**config.mk**
```make
export PLATFORM = sky130hd
export DESIGN_NAME = shift_unit_pipe
export DESIGN_NICKNAME = d
export VERILOG_FILES = /design/src/rtl/shift_unit_pipe.sv
export SDC_FILE = /design/constraint.sdc
export NUM_CORES = 1
export LEC_CHECK = 0
export ABC_AREA = 0
export CAP_MARGIN = 20
export CORE_MARGIN = 10
export CORE_UTILIZATION = 56
export CTS_BUF_LIST = sky130_fd_sc_hd__clkbuf_4 sky130_fd_sc_hd__clkbuf_8 sky130_fd_sc_hd__clkbuf_16
export CTS_CLUSTER_SIZE = 10
export DETAILED_ROUTE_END_ITERATION = 10
export PLACE_DENSITY = 0.8
export SLEW_MARGIN = 5
export SYNTH_ARGS = -nofsm -noshare
export SYNTH_HDL_FRONTEND = slang
export SYNTH_SLANG_ARGS = --single-unit
export TNS_END_PERCENT = 30
```
**constraint.sdc**
```tcl
create_clock -name clk -period 2.9 [get_ports clk]
set_clock_uncertainty 0.2 [all_clocks]
set_input_delay 0.29 -clock clk [delete_from_list [all_inputs] [get_ports clk]]
set_output_delay 0.29 -clock clk [all_outputs]
set_load 0.01 [all_outputs]
```
**src/rtl/shift_unit_pipe.sv**
```systemverilog
// shift_unit_pipe: two-stage pipelined shifter supporting SLL, SRL, SRA and ROL.
// It has a valid/ready handshake on both sides and produces carry-out and zero flags.
// Stage 1 applies the low shift-amount levels and stage 2 applies the remaining levels.
// Datapath registers load only on their stage-advance term, so an ALU can use those
// terms as clock-gate enables. The 'active' output requests the block clock.
module shift_unit_pipe #(
  parameter int WIDTH = 16,
  parameter int SHW   = $clog2(WIDTH)
) (
  input  logic             clk,
  input  logic             rst_n,
  input  logic             in_valid,
  output logic             in_ready,
  input  logic [WIDTH-1:0] in_data,
  input  logic [SHW-1:0]   in_amt,
  input  logic [1:0]       in_mode,
  output logic             out_valid,
  input  logic             out_ready,
  output logic [WIDTH-1:0] out_data,
  output logic             out_carry,
  output logic             out_zero,
  output logic             active
);

  // The low LOW amount bits are applied in stage 1.
  // The upper HIW bits travel with the partial result to stage 2.
  localparam int LOW = SHW / 2;
  localparam int HIW = SHW - LOW;

  typedef enum logic [1:0] {
    MODE_SLL = 2'd0,
    MODE_SRL = 2'd1,
    MODE_SRA = 2'd2,
    MODE_ROL = 2'd3
  } mode_t;

  // Both stages share one shifter function. A rotate is the upper half of the
  // doubled operand shifted left, which avoids a (WIDTH - amt) subtraction.
  function automatic logic [WIDTH-1:0] shift_by(input logic [WIDTH-1:0] v,
                                                input logic [SHW-1:0]   amt,
                                                input mode_t            mode);
    logic [2*WIDTH-1:0] dbl;
    dbl = {v, v} << amt;
    case (mode)
      MODE_SLL: shift_by = v << amt;
      MODE_SRL: shift_by = v >> amt;
      MODE_SRA: shift_by = $signed(v) >>> amt;
      default:  shift_by = dbl[2*WIDTH-1:WIDTH];
    endcase
  endfunction

  logic             s1_valid;
  logic             s2_valid;
  logic             s1_adv;
  logic             s2_adv;
  logic             s1_load;
  logic             s2_load;
  mode_t            in_mode_e;
  mode_t            s1_mode;
  logic [WIDTH-1:0] s1_data;
  logic [WIDTH-1:0] s1_shifted;
  logic [WIDTH-1:0] s2_result;
  logic [HIW-1:0]   s1_amt_hi;
  logic             s1_carry;
  logic             carry_next;
  logic [SHW-1:0]   lo_amt;
  logic [SHW-1:0]   hi_amt;
  logic [SHW-1:0]   neg_amt;
  logic [SHW-1:0]   dec_amt;

  // A stage may take new data when it is empty or when its content moves on this edge.
  assign s2_adv  = !s2_valid || out_ready;
  assign s1_adv  = !s1_valid || s2_adv;
  assign s1_load = in_valid && s1_adv;
  assign s2_load = s1_valid && s2_adv;

  assign in_ready  = s1_adv;
  assign out_valid = s2_valid;
  assign active    = s1_valid || s2_valid;

  assign in_mode_e  = mode_t'(in_mode);
  assign lo_amt     = {{HIW{1'b0}}, in_amt[LOW-1:0]};
  assign hi_amt     = {s1_amt_hi, {LOW{1'b0}}};
  assign s1_shifted = shift_by(in_data, lo_amt, in_mode_e);
  assign s2_result  = shift_by(s1_data, hi_amt, s1_mode);

  // WIDTH is a power of two, so WIDTH-amt wraps naturally to -amt in SHW bits.
  assign neg_amt = SHW'(0) - in_amt;
  assign dec_amt = in_amt - SHW'(1);

  // Compute the carry from the original operand.
  // For left shifts and rotates it is the last bit that left the top.
  // For right shifts it is the last bit that left the bottom.
  always_comb begin
    carry_next = 1'b0;
    if (in_amt != '0) begin
      if (in_mode_e == MODE_SLL || in_mode_e == MODE_ROL) begin
        carry_next = in_data[neg_amt];
      end else begin
        carry_next = in_data[dec_amt];
      end
    end
  end

  // Valid bits follow the advance rules. A reset discards everything in flight.
  always_ff @(posedge clk or negedge rst_n) begin
    if (!rst_n) begin
      s1_valid <= 1'b0;
      s2_valid <= 1'b0;
    end else begin
      if (s1_adv) begin
        s1_valid <= in_valid;
      end
      if (s2_adv) begin
        s2_valid <= s1_valid;
      end
    end
  end

  // Stage 1 data registers load only on an accepted input and otherwise hold.
  always_ff @(posedge clk or negedge rst_n) begin
    if (!rst_n) begin
      s1_data   <= '0;
      s1_mode   <= MODE_SLL;
      s1_amt_hi <= '0;
      s1_carry  <= 1'b0;
    end else if (s1_load) begin
      s1_data   <= s1_shifted;
      s1_mode   <= in_mode_e;
      s1_amt_hi <= in_amt[SHW-1:LOW];
      s1_carry  <= carry_next;
    end
  end

  // Stage 2 result registers load only when stage 1 moves forward.
  // This keeps the result stable under backpressure.
  always_ff @(posedge clk or negedge rst_n) begin
    if (!rst_n) begin
      out_data  <= '0;
      out_carry <= 1'b0;
      out_zero  <= 1'b0;
    end else if (s2_load) begin
      out_data  <= s2_result;
      out_carry <= s1_carry;
      out_zero  <= (s2_result == '0);
    end
  end

endmodule

```
# Word-level counts from Yosys, hierarchy flattened
# Cells that the tools add are included.
# totals
register_bits,41
latch_bits,0
ram_bits,0
mem_bits_ro,0
input_bits,26
output_inout_bits,21
n_memories,0
# classes
addsub,2
multipliers,0
div,0
magnitude_cmp,2
n_eq_ne,5
shifts,8
muxes,8
bitwise,0
n_reduce_logical,12
# op_table
op,n
$pmux 16 s3,2
$shl 32x2->32,1
$shl 32x4->32,1
$logic_not 16->1,1
$shl 16x2->16,1
$shl 16x4->16,1
$shr 16x2->16,1
$shr 16x4->16,1
$sshr 16x2->16,1
$sshr 16x4->16,1
$lt 4x5->1 const B,2
$bmux 1 s4,2
$eq 2x2->1 const B,3
$eq 2x1->1 const B,2
$logic_not 2->1,2
$logic_or 1x1->1,4
$mux 1,4
$reduce_bool 4->1,1
$sub 1x4->4 const A,1
$sub 4x1->4 const B,1
$logic_and 1x1->1,2
$logic_not 1->1,2

# Logic depth before layout (Yosys ltp)
# logic_depth
ltp_word,5
depth_mapped,10
mapped_depth_nobuf,8

# Least setup slack after synthesis
# Ideal clock, no wire load.
# synth_timing
path_kind,input -> register
startpoint,input port in_amt[0]
endpoint,register s1_carry
setup_time_ns,0.121
t_arrival_ns,2.797
required_time_ns,2.579
slack_ns,-0.218
cell_stages,10
path_buffers,2
cell_sequence,buf_2 > inv_1 > clkbuf_1 > ha_1 > xor2_1 > mux4_1 > mux4_2 > nor2_1 > nor3_1 > a22o_1
# synth_between
elab_chain_len,5
elab_cells_between_ends,9
cone_classes,add/sub: 2; mux: 6; reduce/logical: 1
# synth_lines
item,line_no,source
from (decl),15,"input logic [SHW-1:0] in_amt,"
$sub 4x1->4 or $sub 1x4->4 (tied branches),"89, 88",
$bmux 1 s4 (on tied branches),"100, 98",
$mux 1 (on tied branches),"100, 98",
$mux 1,97,if (in_mode_e == MODE_SLL || in_mode_e == MODE_ROL) begin
$mux 1 (*),96,if (in_amt != '0) begin
to (signal assigned),131,s1_carry <= carry_next;
to (decl),64,logic s1_carry;
# Every way passes the cells marked *; elsewhere a longest branch is shown, timed or not. The select of a mux whose other input is x is not followed.
# A chain may end at the register's enable or synchronous reset.

# Final worst setup path
# layout_timing
startpoint,input port in_amt[1]
endpoint,register s1_carry
# Same word-level chain as after synthesis.

==> impl_results.md <==
- Outcome: finished clean
- Core Util, Final: 69.86%
- Crit start category: input port
- H-tree depth: 2
- Initial core utilization: 58.47%
- DR WL/cell: 20.00 um
- Slew margin rel.: 37.46%
- WS Path Type: in -> reg
- M1 GR Usage: 29.56%
- Predominant post-synthesis flop cell: dfrtp_1
- Yosys cell types: 60
- Logic pwr share: 45.4%
- WL final: 11140 um
- Sinks on Clock Net: 41
- Input/output buffers: 46
- CTS Root Cell: clkbuf_8
- Fin Hold WS: 0.2792 ns
- CP max stage delay: 0.60 ns
- HPWL Detailed: 8368 um
- Via-to-Cell Ratio: 6.725
- Vias in the first global route: 3438
- CP delay by family, top: multiplexers
- Routed Antenna Nets: 0
- Fraction of layout cells with a size suffix above 1: 16.04%
- Ys Warns: 0
- CTS buffer count: 5
- First-pass GRT wire length: 17750 um
- Vias after detailed routing: 3746
- I/O pins: 47
- CP Cell Sequence: clkdlybuf4s50_1, inv_1, ha_1, xor2_2, mux4_1, mux4_2, nor2_1, nor3_1, a22o_1
- Endpoints failing hold: 0
- Sw Share: 38.49%
- Sequential power share: 35.2%
- Met2 Use GR: 32.40%
- Mapped Cells: 432
- Die ar.: 0.01043 mm2
- # diodes: 0
- Arr. time, crit path: 2.77 ns
- Max frequency: 359.5 MHz
- Gr ovfl total: 0
- Die Span Y: 102.1 um
- Layout filler cell count: 524
- RD Place Congestion: 0.9299
- Worst skew pair latency: 0.30 ns
- Most used routing layer: met2
- Number of enable flip-flop cells after synthesis: 0
- Tcrit/Tclk final: 95.92%
- Switching Power: 0.9215 mW
- DR iter-0 viols: 495
- Worst slew pin tran: 0.9381 ns
- Worst vdd ir: 0.0003998 V
- Rows: 29
- CP max FO: 4
- Largest net degree at the start of global routing: 42
- DP Area: 0.004390 mm2
- Post-route minimum period: 2.782 ns
- Die X: 102.1 um
- WP buf/inv: 2
- RSZ-0062 raised after global routing: false
- Sequential fraction of the synthesis area: 27.17%
- CP Capture Type: register
- Mapped Nets: 464
- Post-synthesis async set-or-reset flop share: 100.0%
- Seq cells post-synth: 41
- CTS tree: built
- Post-Syn Area per Cell: 8.741 um2
- Max-Cap Viols: 0
- Required @ worst endpoint: 2.89 ns
- Pwr per Cell Area: 530.6 mW/mm2
- Crit-path slowest cell: mux4_1
- Setup-failing EPs final: 0
- Pre-antenna DRT Iters: 6
- Fin nets: 512
- Worst hold path class: reg -> reg
- Post-CTS Setup Inserts: 0
- Initial antenna violation count: 0
- Synth-to-Final Area Change: 19.48%
- CTS Buffer Depth: 2
- Total track usage: 21.10%
- Clock power frac: 19.4%
- Mapped Area: 0.003776 mm2
- Leakage: 1.861 nW
- # DRC: 0
- Max-slew violation count: 0
- Reg clk slew, reported paths: 0.08 ns
- Core Footprint: 0.006459 mm2
- P_int: 1.473 mW
- Layout Cell Area excl Fill: 0.004512 mm2
- M3 GR Usage: 3.306%
==> flip-flops by register name, summed over array words and instances (netlist names) <==
| register | flops |
|---|---|
| out_carry | 1 |
| out_data | 16 |
| out_valid | 1 |
| out_zero | 1 |
| s1_amt_hi | 2 |
| s1_carry | 1 |
| s1_data | 16 |
| s1_mode | 2 |
| s1_valid | 1 |
==> worst reg2reg max path: cells and delay by family (launching register included) <==
kind / cells / cell delay [ns]
AOI/OAI and AO/OA: 3 / 0.74
and+or+nand+nor: 2 / 0.43
xor gates and xnor gates: 1 / 0.72
DFF: 1 / 0.44
==> placed cells by master (no fill, tap or decap), types with 7 or more instances in the layout <==
cell type         n
mux4_2           19
a22oi_1           9
dfrtp_1          41
inv_1             7
buf_4            31
a21oi_1          27
mux2_2            7
mux2i_1          22
clkdlybuf4s50_1  44
o211ai_1         10
nor2_1           13
nand2_1          74
nand2b_1         15
o21ai_1          20
o21ai_0          23
==> cell families after synthesis <==
| family | count (synthesis) | share of synthesized area (%) |
|---|---|---|
| buf+inv | 45 | 5.169 |
| compound gates | 138 | 23.76 |
| fa+ha+maj | 6 | 1.988 |
| mux | 53 | 22.30 |
| simple gates | 144 | 18.26 |
| xor+xnor | 5 | 1.359 |
| flops | 41 | 27.17 |
==> through the flow <==
stage / setup TNS, ns / worst slack (ns) / power, mW / std cells
after CTS: 0 / 0.06111 / 2.382 / 557
final: 0 / 0.1184 / 2.394 / 557
after floorplan: 0 / 0.001953 / 1.485 / 432
after global placement: -0.1392 / -0.1392 / 1.893 / 549
after global routing: 0 / 0.04985 / 2.529 / 557
after detailed placement: -0.2657 / -0.2657 / 1.925 / 549
==> cell usage after synthesis, drive strengths merged (9+ instances only) <==
cell type  count  share of area (%)
mux4          23                 14
nor2          13                1.3
a22oi          9                1.8
dfrtp         41                 27
a21oi         27                3.6
o21ai         43                5.7
o211ai        10                2.0
buf           17                2.4
nand2         74                7.4
mux2i         22                5.8
clkbuf        20                2.0
nand2b        15                2.5
==> layout make-up <==
class                      count  area (um2)  share of cell area (%)
timing repair buffer          78       693.2                   15.36
multi-input combinational    346        2562                   56.79
clock inverter                 2       35.03                  0.7765
sequential                    41        1026                   22.74
tap                           77       96.34                   2.135
inverter                       8       30.03                  0.6656
clock buffer                   5       68.82                   1.525
==> routing by layer <==
layer	vias to the layer above	part of all wire, %
met5	-	0
met4	0	2.3
met3	27	8.4
met2	177	45
met1	1810	44
li1	1732	-
==> worst paths after layout <==
path                              from          end  slack [ns]  depth (start not counted)
min                        out_data[1]  out_data[1]        0.28                          2
max                          in_amt[1]     s1_carry        0.12                          9
max in group asynchronous        rst_n   s1_data[8]        1.44                          2
min in group asynchronous        rst_n     s1_valid        0.46                          2
max reg2reg                 s1_mode[1]     out_zero        0.33                          6
min reg2reg                out_data[1]  out_data[1]        0.28                          2
==> power groups by stage <==
| stage | registers [mW] | logic, mW | clock network, mW |
|---|---|---|---|
| 2_1_floorplan | 0.824 | 0.661 | 0 |
| 3_3_place_gp | 0.840 | 1.05 | 0 |
| 3_5_place_dp | 0.850 | 1.08 | 0 |
| 4_1_cts | 0.838 | 1.08 | 0.464 |
| 5_1_grt | 0.859 | 1.18 | 0.488 |
| 6_report | 0.843 | 1.09 | 0.463 |
==> timing repair <==
item / CTS / global route
hold endpoints to repair: 41 / 0
endpoints found under the setup margin: 0 / 1
hold buffers: 1 / 0
gates resized for setup: 0 / 1
Power figures use the tool's default switching activity.
